--- config.mk ---
export PLATFORM = sky130hd
export DESIGN_NAME = led_scroll_writer_flat
export DESIGN_NICKNAME = d
export VERILOG_FILES = /design/src/rtl/led_scroll_writer_if.sv /design/src/rtl/led_scroll_writer.sv /design/src/flat_wrapper.sv
export SDC_FILE = /design/constraint.sdc
export NUM_CORES = 1
export LEC_CHECK = 0
export BUFFER_PORTS_ARGS = -buffer_cell sky130_fd_sc_hd__buf_2
export CAP_MARGIN = 20
export CORE_UTILIZATION = 50
export CTS_CLUSTER_SIZE = 30
export DETAILED_ROUTE_END_ITERATION = 10
export PLACE_DENSITY = 0.7
export SKIP_CTS_REPAIR_TIMING = 1
export SYNTH_ARGS = -nofsm -noshare
export SYNTH_HDL_FRONTEND = slang
export SYNTH_SLANG_ARGS = --single-unit
--- constraint.sdc ---
create_clock -name clk12MHz -period 3.3 [get_ports clk12MHz]
set_input_delay 0.825 -clock clk12MHz [delete_from_list [all_inputs] [get_ports clk12MHz]]
set_output_delay 0.825 -clock clk12MHz [all_outputs]
set_load 0.005 [all_outputs]
--- src/rtl/led_scroll_writer_if.sv ---
// Column-byte stream feeding the LED scroll writer.
// Producer drives in_data/in_valid; the writer answers with in_ready.
// A byte transfers on any rising edge where in_valid and in_ready are both high.
interface led_scroll_writer_if;
  logic [7:0] in_data;
  logic       in_valid;
  logic       in_ready;

  modport master (output in_data, output in_valid, input in_ready);
  modport slave  (input in_data, input in_valid, output in_ready);
endinterface

--- src/rtl/led_scroll_writer.sv ---
// Buffers column bytes and scrolls the 4x8 LED video memory left one column per step.
// Latency: a byte pushed into an empty FIFO reaches leds4 one cycle after the first step tick following the push.
// Backpressure: in_ready drops while the DEPTH-byte FIFO is full and is held low during reset.
module led_scroll_writer #(
  parameter int unsigned STEP_TICKS    = 1200000,
  parameter int unsigned DEPTH         = 4,
  parameter bit          FILL_ON_EMPTY = 1'b1,
  parameter logic [7:0]  FILL_BYTE     = 8'h00
) (
  input  logic                     clk12MHz,
  input  logic                     reset,
  led_scroll_writer_if.slave       stream,
  input  logic                     hold,
  output logic                     step,
  output logic [$clog2(DEPTH):0]   fifo_count,
  output logic [7:0]               leds1,
  output logic [7:0]               leds2,
  output logic [7:0]               leds3,
  output logic [7:0]               leds4
);

  localparam int unsigned AW = $clog2(DEPTH);
  localparam int unsigned TW = $clog2(STEP_TICKS);
  localparam logic [AW:0]   FULL_CNT = DEPTH[AW:0];
  localparam logic [TW-1:0] T_LAST   = TW'(STEP_TICKS - 1);

  logic [7:0]    mem [DEPTH];
  logic [AW-1:0] rd_ptr;
  logic [AW-1:0] wr_ptr;
  logic [TW-1:0] timer;
  logic          tick_int;
  logic          push;
  logic          pop;
  logic          shift;
  logic [7:0]    new_col;

  // Handshake, step tick and scroll decisions; pop looks only at the count before this cycle's push
  always_comb begin
    stream.in_ready = !reset && (fifo_count != FULL_CNT);
    push            = stream.in_valid && stream.in_ready;
    tick_int        = (timer == T_LAST) && !hold;
    pop             = tick_int && (fifo_count != '0);
    shift           = tick_int && ((fifo_count != '0) || FILL_ON_EMPTY);
    new_col         = pop ? mem[rd_ptr] : FILL_BYTE;
  end

  // Step timer: free-running 0..STEP_TICKS-1, frozen while hold is high
  always_ff @(posedge clk12MHz) begin
    if (reset) begin
      timer <= '0;
    end else if (!hold) begin
      timer <= (timer == T_LAST) ? '0 : timer + 1'b1;
    end
  end

  // FIFO storage; contents need no reset because the pointers define what is valid
  always_ff @(posedge clk12MHz) begin
    if (push) begin
      mem[wr_ptr] <= stream.in_data;
    end
  end

  // FIFO pointers wrap naturally at the power-of-two depth
  always_ff @(posedge clk12MHz) begin
    if (reset) begin
      wr_ptr <= '0;
      rd_ptr <= '0;
    end else begin
      if (push) wr_ptr <= wr_ptr + 1'b1;
      if (pop)  rd_ptr <= rd_ptr + 1'b1;
    end
  end

  // Occupancy: simultaneous push and pop leave the count unchanged
  always_ff @(posedge clk12MHz) begin
    if (reset) begin
      fifo_count <= '0;
    end else begin
      case ({push, pop})
        2'b10:   fifo_count <= fifo_count + 1'b1;
        2'b01:   fifo_count <= fifo_count - 1'b1;
        default: fifo_count <= fifo_count;
      endcase
    end
  end

  // Video memory scroll; step marks the cycle the new columns become visible
  always_ff @(posedge clk12MHz) begin
    if (reset) begin
      leds1 <= 8'h00;
      leds2 <= 8'h00;
      leds3 <= 8'h00;
      leds4 <= 8'h00;
      step  <= 1'b0;
    end else begin
      step <= shift;
      if (shift) begin
        leds1 <= leds2;
        leds2 <= leds3;
        leds3 <= leds4;
        leds4 <= new_col;
      end
    end
  end

endmodule
--- src/flat_wrapper.sv ---
// flat-port wrapper written by rule: the top's interface ports become plain ports
module led_scroll_writer_flat 
#(
  parameter int unsigned STEP_TICKS    = 1200000,
  parameter int unsigned DEPTH         = 4,
  parameter bit          FILL_ON_EMPTY = 1'b1,
  parameter logic [7:0]  FILL_BYTE     = 8'h00
)
  (clk12MHz, reset, hold, step, fifo_count, leds1, leds2, leds3, leds4, stream_in_data, stream_in_valid, stream_in_ready);
  led_scroll_writer_if stream_i ();
  input  logic clk12MHz;
  input  logic reset;
  input  logic hold;
  output logic step;
  output logic [$clog2(DEPTH):0] fifo_count;
  output logic [7:0] leds1;
  output logic [7:0] leds2;
  output logic [7:0] leds3;
  output logic [7:0] leds4;
  input wire logic [$bits(stream_i.in_data)-1:0] stream_in_data;
  input wire logic [$bits(stream_i.in_valid)-1:0] stream_in_valid;
  output wire logic [$bits(stream_i.in_ready)-1:0] stream_in_ready;
  assign stream_i.in_data = stream_in_data;
  assign stream_i.in_valid = stream_in_valid;
  assign stream_in_ready = stream_i.in_ready;
  led_scroll_writer #(.STEP_TICKS(STEP_TICKS), .DEPTH(DEPTH), .FILL_ON_EMPTY(FILL_ON_EMPTY), .FILL_BYTE(FILL_BYTE)) u_core (.clk12MHz(clk12MHz), .reset(reset), .stream(stream_i), .hold(hold), .step(step), .fifo_count(fifo_count), .leds1(leds1), .leds2(leds2), .leds3(leds3), .leds4(leds4));
endmodule
### Word level (Yosys, flattened, before mapping)

Memory sizes are Yosys's and may differ from the RTL's. A register that Yosys moved wholly into a read port is not among the register bits.
Cells that the tools add are included.

* register bits: 61
* latch bits: 0
* RAM bits: 32
* memory bits (read-only): 0
* input bits: 12
* output and inout port bits: 37
* logic and storage cells: 34
* memories: 1

* add/subtract/negate cells: 5
* multipliers: 0
* divide/modulo/power cells: 0
* $lt $le $gt $ge: 0
* equal/unequal tests: 4
* shift-type cells: 0
* multiplexer cells: 7
* bitwise gates (word level): 0
* reductions and logical operators: 8

Memories
* u_core.mem: words 4, width 8, rd ports 1, clocked after Yosys merged registers in 1, wr ports 1, line led_scroll_writer.sv:27 `logic [7:0] mem [DEPTH];`

Operators by type and width (count)
* $add 21x1->21 const B: 1
* $eq 21x21->1 const B: 1
* $mux 21: 1
* $mux 8: 1
* $pmux 3 s2: 1
* $add 2x1->2 const B: 2
* $logic_and 1x1->1: 4
* $mux 2: 2
* $add 3x1->3 const B: 1
* $ne 3x3->1 const B: 1
* $reduce_bool 3->1: 1
* $sub 3x1->3 const B: 1
* $eq 2x1->1 const B: 1
* $eq 2x2->1 const B: 1
* $logic_not 1->1: 2
* $mux 1: 2
* $reduce_bool 2->1: 1

### Logic depth before layout (Yosys ltp)

* depth after elaboration: 5
* mapped depth: 12
* depth with buffers taken out: 11

### Worst setup path after synthesis

OpenSTA, ideal clock, no wires.

* path kind: input-to-reg
* from: input port hold
* to: register u_core.fifo_count[2]
* setup time: 70 ps
* arrival: 2924 ps
* data required time: 3230 ps
* setup slack: 306 ps
* stages: 11
* buffers on the path: 1
* path through: nand4b_4 > or2_1 > buf_6 > or2_2 > nor2_1 > ha_1 > inv_1 > fa_1 > xor2_1 > or3_1 > a21oi_1

* longest elaborated chain between the ends: 5
* elaborated cells between the ends (all ways): 7
* classes of those cells: eq/ne (2); mux (1); reduce/logical (4)

RTL lines
* from (decl): line flat_wrapper.sv:13 `input logic hold;`
* $logic_not 1->1 (*): line led_scroll_writer.sv:41 `tick_int = (timer == T_LAST) && !hold;`
* $logic_and 1x1->1 (*): line led_scroll_writer.sv:41
* $logic_and 1x1->1 (*): line led_scroll_writer.sv:42 `pop = tick_int && (fifo_count != '0);`
* via u_core.pop: line led_scroll_writer.sv:33 `logic pop;`
* $eq 2x1->1 / $eq 2x2->1 (equally long branches): line led_scroll_writer.sv:79 `case ({push, pop})`
* $pmux 3 s2 / $reduce_bool 2->1 (equally long branches)
* to (signal assigned): line led_scroll_writer.sv:80 `2'b10: fifo_count <= fifo_count + 1'b1;`
* to (signal assigned): line led_scroll_writer.sv:81 `2'b01: fifo_count <= fifo_count - 1'b1;`
* to (signal assigned): line led_scroll_writer.sv:82 `default: fifo_count <= fifo_count;`
* to (decl): line led_scroll_writer.sv:15 `output logic [$clog2(DEPTH):0] fifo_count,`

Mark *: on every way through the listed nets, which the timed path passes. The rest lies on a longest branch.
A chain may end at the register's enable or synchronous reset.

### Worst setup path in the final report

* from: register u_core.timer[0]
* to: register u_core.fifo_count[2]

* longest elaborated chain between the ends: 5
* elaborated cells between the ends (all ways): 7
* classes of those cells: eq/ne (3); mux (1); reduce/logical (3)

RTL lines
* from (decl): line led_scroll_writer.sv:30 `logic [TW-1:0] timer;`
* from (signal assigned): line led_scroll_writer.sv:52 `timer <= (timer == T_LAST) ? '0 : timer + 1'b1;`
* $eq 21x21->1 (*): line led_scroll_writer.sv:41
* $logic_and 1x1->1 (*): line led_scroll_writer.sv:41
* $logic_and 1x1->1 (*): line led_scroll_writer.sv:42
* via u_core.pop: line led_scroll_writer.sv:33
* $eq 2x1->1 / $eq 2x2->1 (equally long branches): line led_scroll_writer.sv:79
* $pmux 3 s2 / $reduce_bool 2->1 (equally long branches)

Marks and branches as above.

==> reports/results.ini <==
[floorplanning]
core_um2=7687
die_y_um=90.95
die_w_um=90.95
initial_core_util_pct=51.46
row_count=32
io-pin-count=49
die_area_um2=8272

[setup_path]
end_kind=register
path_class=register to register
worstPathMaxFanout=6
cp.arrival_ns=3.13
r2r_cells=11
rrSetupSlack_ns=0.46
r2r_end=u_core.fifo_count[2]
reg2reg_from=u_core.timer[0]
required_ns=3.59
worstSetupStartpointType=register

[min_path]
min_path_type=register to register
hp-start=u_core.leds1[7]
holdPathStages=2
min_to=u_core.leds1[7]

[timing]
fin_crit_sh_pct=86.10
hold_viol_final=0
setup-tns-final_ns=0
fin_worst_skew_ns=0.01534
tightest_slew_ns=0.7515
slew_viol_final=0
setup_viol=0
min_period_ns=2.841
grt_setup_unrepaired=false
max_freq_mhz=352.0
relSlewSlack_pct=49.86

[grt]
antenna_found_initial=0
grt_pass1_wl_um=12710
grt_pass1_vias=2660
grtUsageTotal_pct=19.42
grt_max_degree=48
grt_overflow=0

[layout]
area_delta_synth_final_pct=13.00
antennaDiodeCount=0
drive_above_1_share_pct=20.24
nets=429
num-fill-cells=677
fin_cells=517

[routing]
ant_nets=0
dr_wl_met2_um=3513
wl_met1_um=3549
wire_per_inst_um=14.36
drt-initial-drc-count=162
drcViolationCount=1
top_layer=met4
drt_wl_total_um=7425
wl_met3_um=259
viasPerCell=5.491
drt_pass1_iterations=7
vias=2839

[power]
peakVddDrop_mv=0.2425
cellLeakagePower_nw=1.598
powerDensity_nw_per_um2=455.3

[yosys]
ys.flop_type=dfxtp_1
ys_warn_count=0
synthCells=365
synth-async-reset-ratio_pct=0
synth_edf_count=32
yosys.cell_types.count=36
yosysSeqAreaShare_pct=56.17
ys_seq_elements=95
synth_area_um2=3956
avgSynthCellArea_um2=10.84
syn_nets=384

[clock_network]
insertion_delay_ns=0.36
cts_htree_levels=3
cts_root_buf=clkbuf_8
cts.reportedPaths.clkPinSlew_ns=0.10
clk_path_buf_depth=2
cts_buffers=9
cts.sinks=95
cts_tree=done

[place]
post-place-cells=501
port_buffers=48
hpwlAfterDp_um=4932
gp_congestion=0.7766

[outcome]
status=complete, but fails checks
violations=DRC

[flow_run]
drv_cap=0

==> sequential cells by signal, summed over array words and instances (netlist names), named ones only <==
register	flops
u_core.rd_ptr	2
u_core.fifo_count	3
u_core.wr_ptr	2
u_core.timer	21
u_core.leds4	8
u_core.mem	32
u_core.leds2	8
u_core.leds3	8
u_core.leds1	8
u_core.step	1
==> critical path, cell delays in order, from the launching register on <==
cell and delay (ns):
dfxtp_1 0.44, ha_1 0.28, nand3_1 0.13, or2_1 0.24
or2_2 0.31, nor2_1 0.11, ha_1 0.19, inv_1 0.06
fa_1 0.37, xor2_1 0.16, or3_1 0.31, a21oi_1 0.16
==> stage by stage <==
step           hold WS, ns  total power [W]  util (%)  instance area (um^2)  worst slack, ns
3_3_place_gp        0.4540         0.001332     55.71                  4283           0.2650
5_1_grt             0.5158         0.002110     58.15                  4471           0.3153
3_5_place_dp        0.4656         0.001335     55.71                  4283           0.1479
2_1_floorplan       0.4525         0.001306         -                  3956           0.3058
4_1_cts             0.4766         0.002053     58.15                  4471           0.4543
6_report            0.4756         0.002035     58.15                  4471           0.4588
==> placed cells by master (no fill, tap or decap), types with 8 or more instances in the layout <==
cell type	count
edfxtp_1	32
dfxtp_1	63
nor2_1	29
nand2_1	15
clkbuf_8	9
buf_2	48
xnor2_1	13
mux2i_1	9
nand3_1	32
a21oi_1	34
mux4_2	8
o21ai_0	30
inv_1	8
==> synth_stat cells, types with 2 or more instances <==
cell      instances  area, um^2
xnor2_1          13       113.9
mux2i_1           9       90.09
a21oi_1          34       170.2
or3_1             2       12.51
nand2b_1          7       43.79
o31ai_1           5       37.54
and4_1            3       26.28
clkbuf_1         14       52.55
inv_1             8       30.03
ha_1              6       75.07
nor2b_1           5       31.28
buf_2             6       30.03
mux4_2            8       180.2
or2_1             2       12.51
o21ai_0          30       150.1
xor2_1            5       43.79
dfxtp_1          63        1261
edfxtp_1         32       960.9
nand2_1          15       56.30
nand3_1          32       160.2
and2_1            4       25.02
nor3_1            5       25.02
nor4_1            7       43.79
nand4_1           7       43.79
nor2_1           29       108.9
or4_1             4       30.03
==> per-layer routing <==
layer | global-route usage (%) | vias to the layer above
li1 | - | 1414
met1 | 26.08 | 1367
met2 | 31.06 | 51
met3 | 3.099 | 7
met4 | 8.730 | 0
met5 | 0 | -
==> cells by family after synthesis <==
logic type	Yosys count	share of synthesized area [%]
mux	17	6.831
buf+inv	29	3.131
compound gates	71	9.519
fa+ha+maj	7	2.404
simple gates	128	17.96
xor+xnor	18	3.985
flops	95	56.17
==> layout make-up <==
| cell class | count | area, um^2 | share of cell area (%) |
|---|---|---|---|
| Sequential cell | 95 | 2222 | 49.71 |
| Multi-Input combinational cell | 241 | 1610 | 36.02 |
| Timing Repair Buffer | 55 | 292.8 | 6.549 |
| Tap cell | 102 | 127.6 | 2.855 |
| Clock buffer | 9 | 123.9 | 2.771 |
| Clock inverter | 7 | 63.81 | 1.427 |
| Inverter | 8 | 30.03 | 0.6717 |
==> how the worst max path moves through the flow <==
stage	from	endpoint	slack [ns]	cells after the start
after global routing	u_core.timer[0]	u_core.fifo_count[2]	0.32	11
after floorplan	hold	u_core.fifo_count[2]	0.31	11
after CTS	u_core.timer[0]	u_core.fifo_count[2]	0.45	11
after detailed placement	hold	u_core.fifo_count[2]	0.15	11
final	u_core.timer[0]	u_core.fifo_count[2]	0.46	11
after global placement	hold	u_core.fifo_count[2]	0.27	11
==> power by group <==
group	internal, W	total [W]	leakage (nW)	switching [W]
Sequential	0.00122	0.00123	0.799	0.0000107
Clock	0.000293	0.000728	0.0972	0.000436
Combinational	0.0000282	0.0000722	0.702	0.0000440
Total	0.00155	0.00204	1.60	0.000490
No activity file was read; power rests on OpenSTA's default activity.
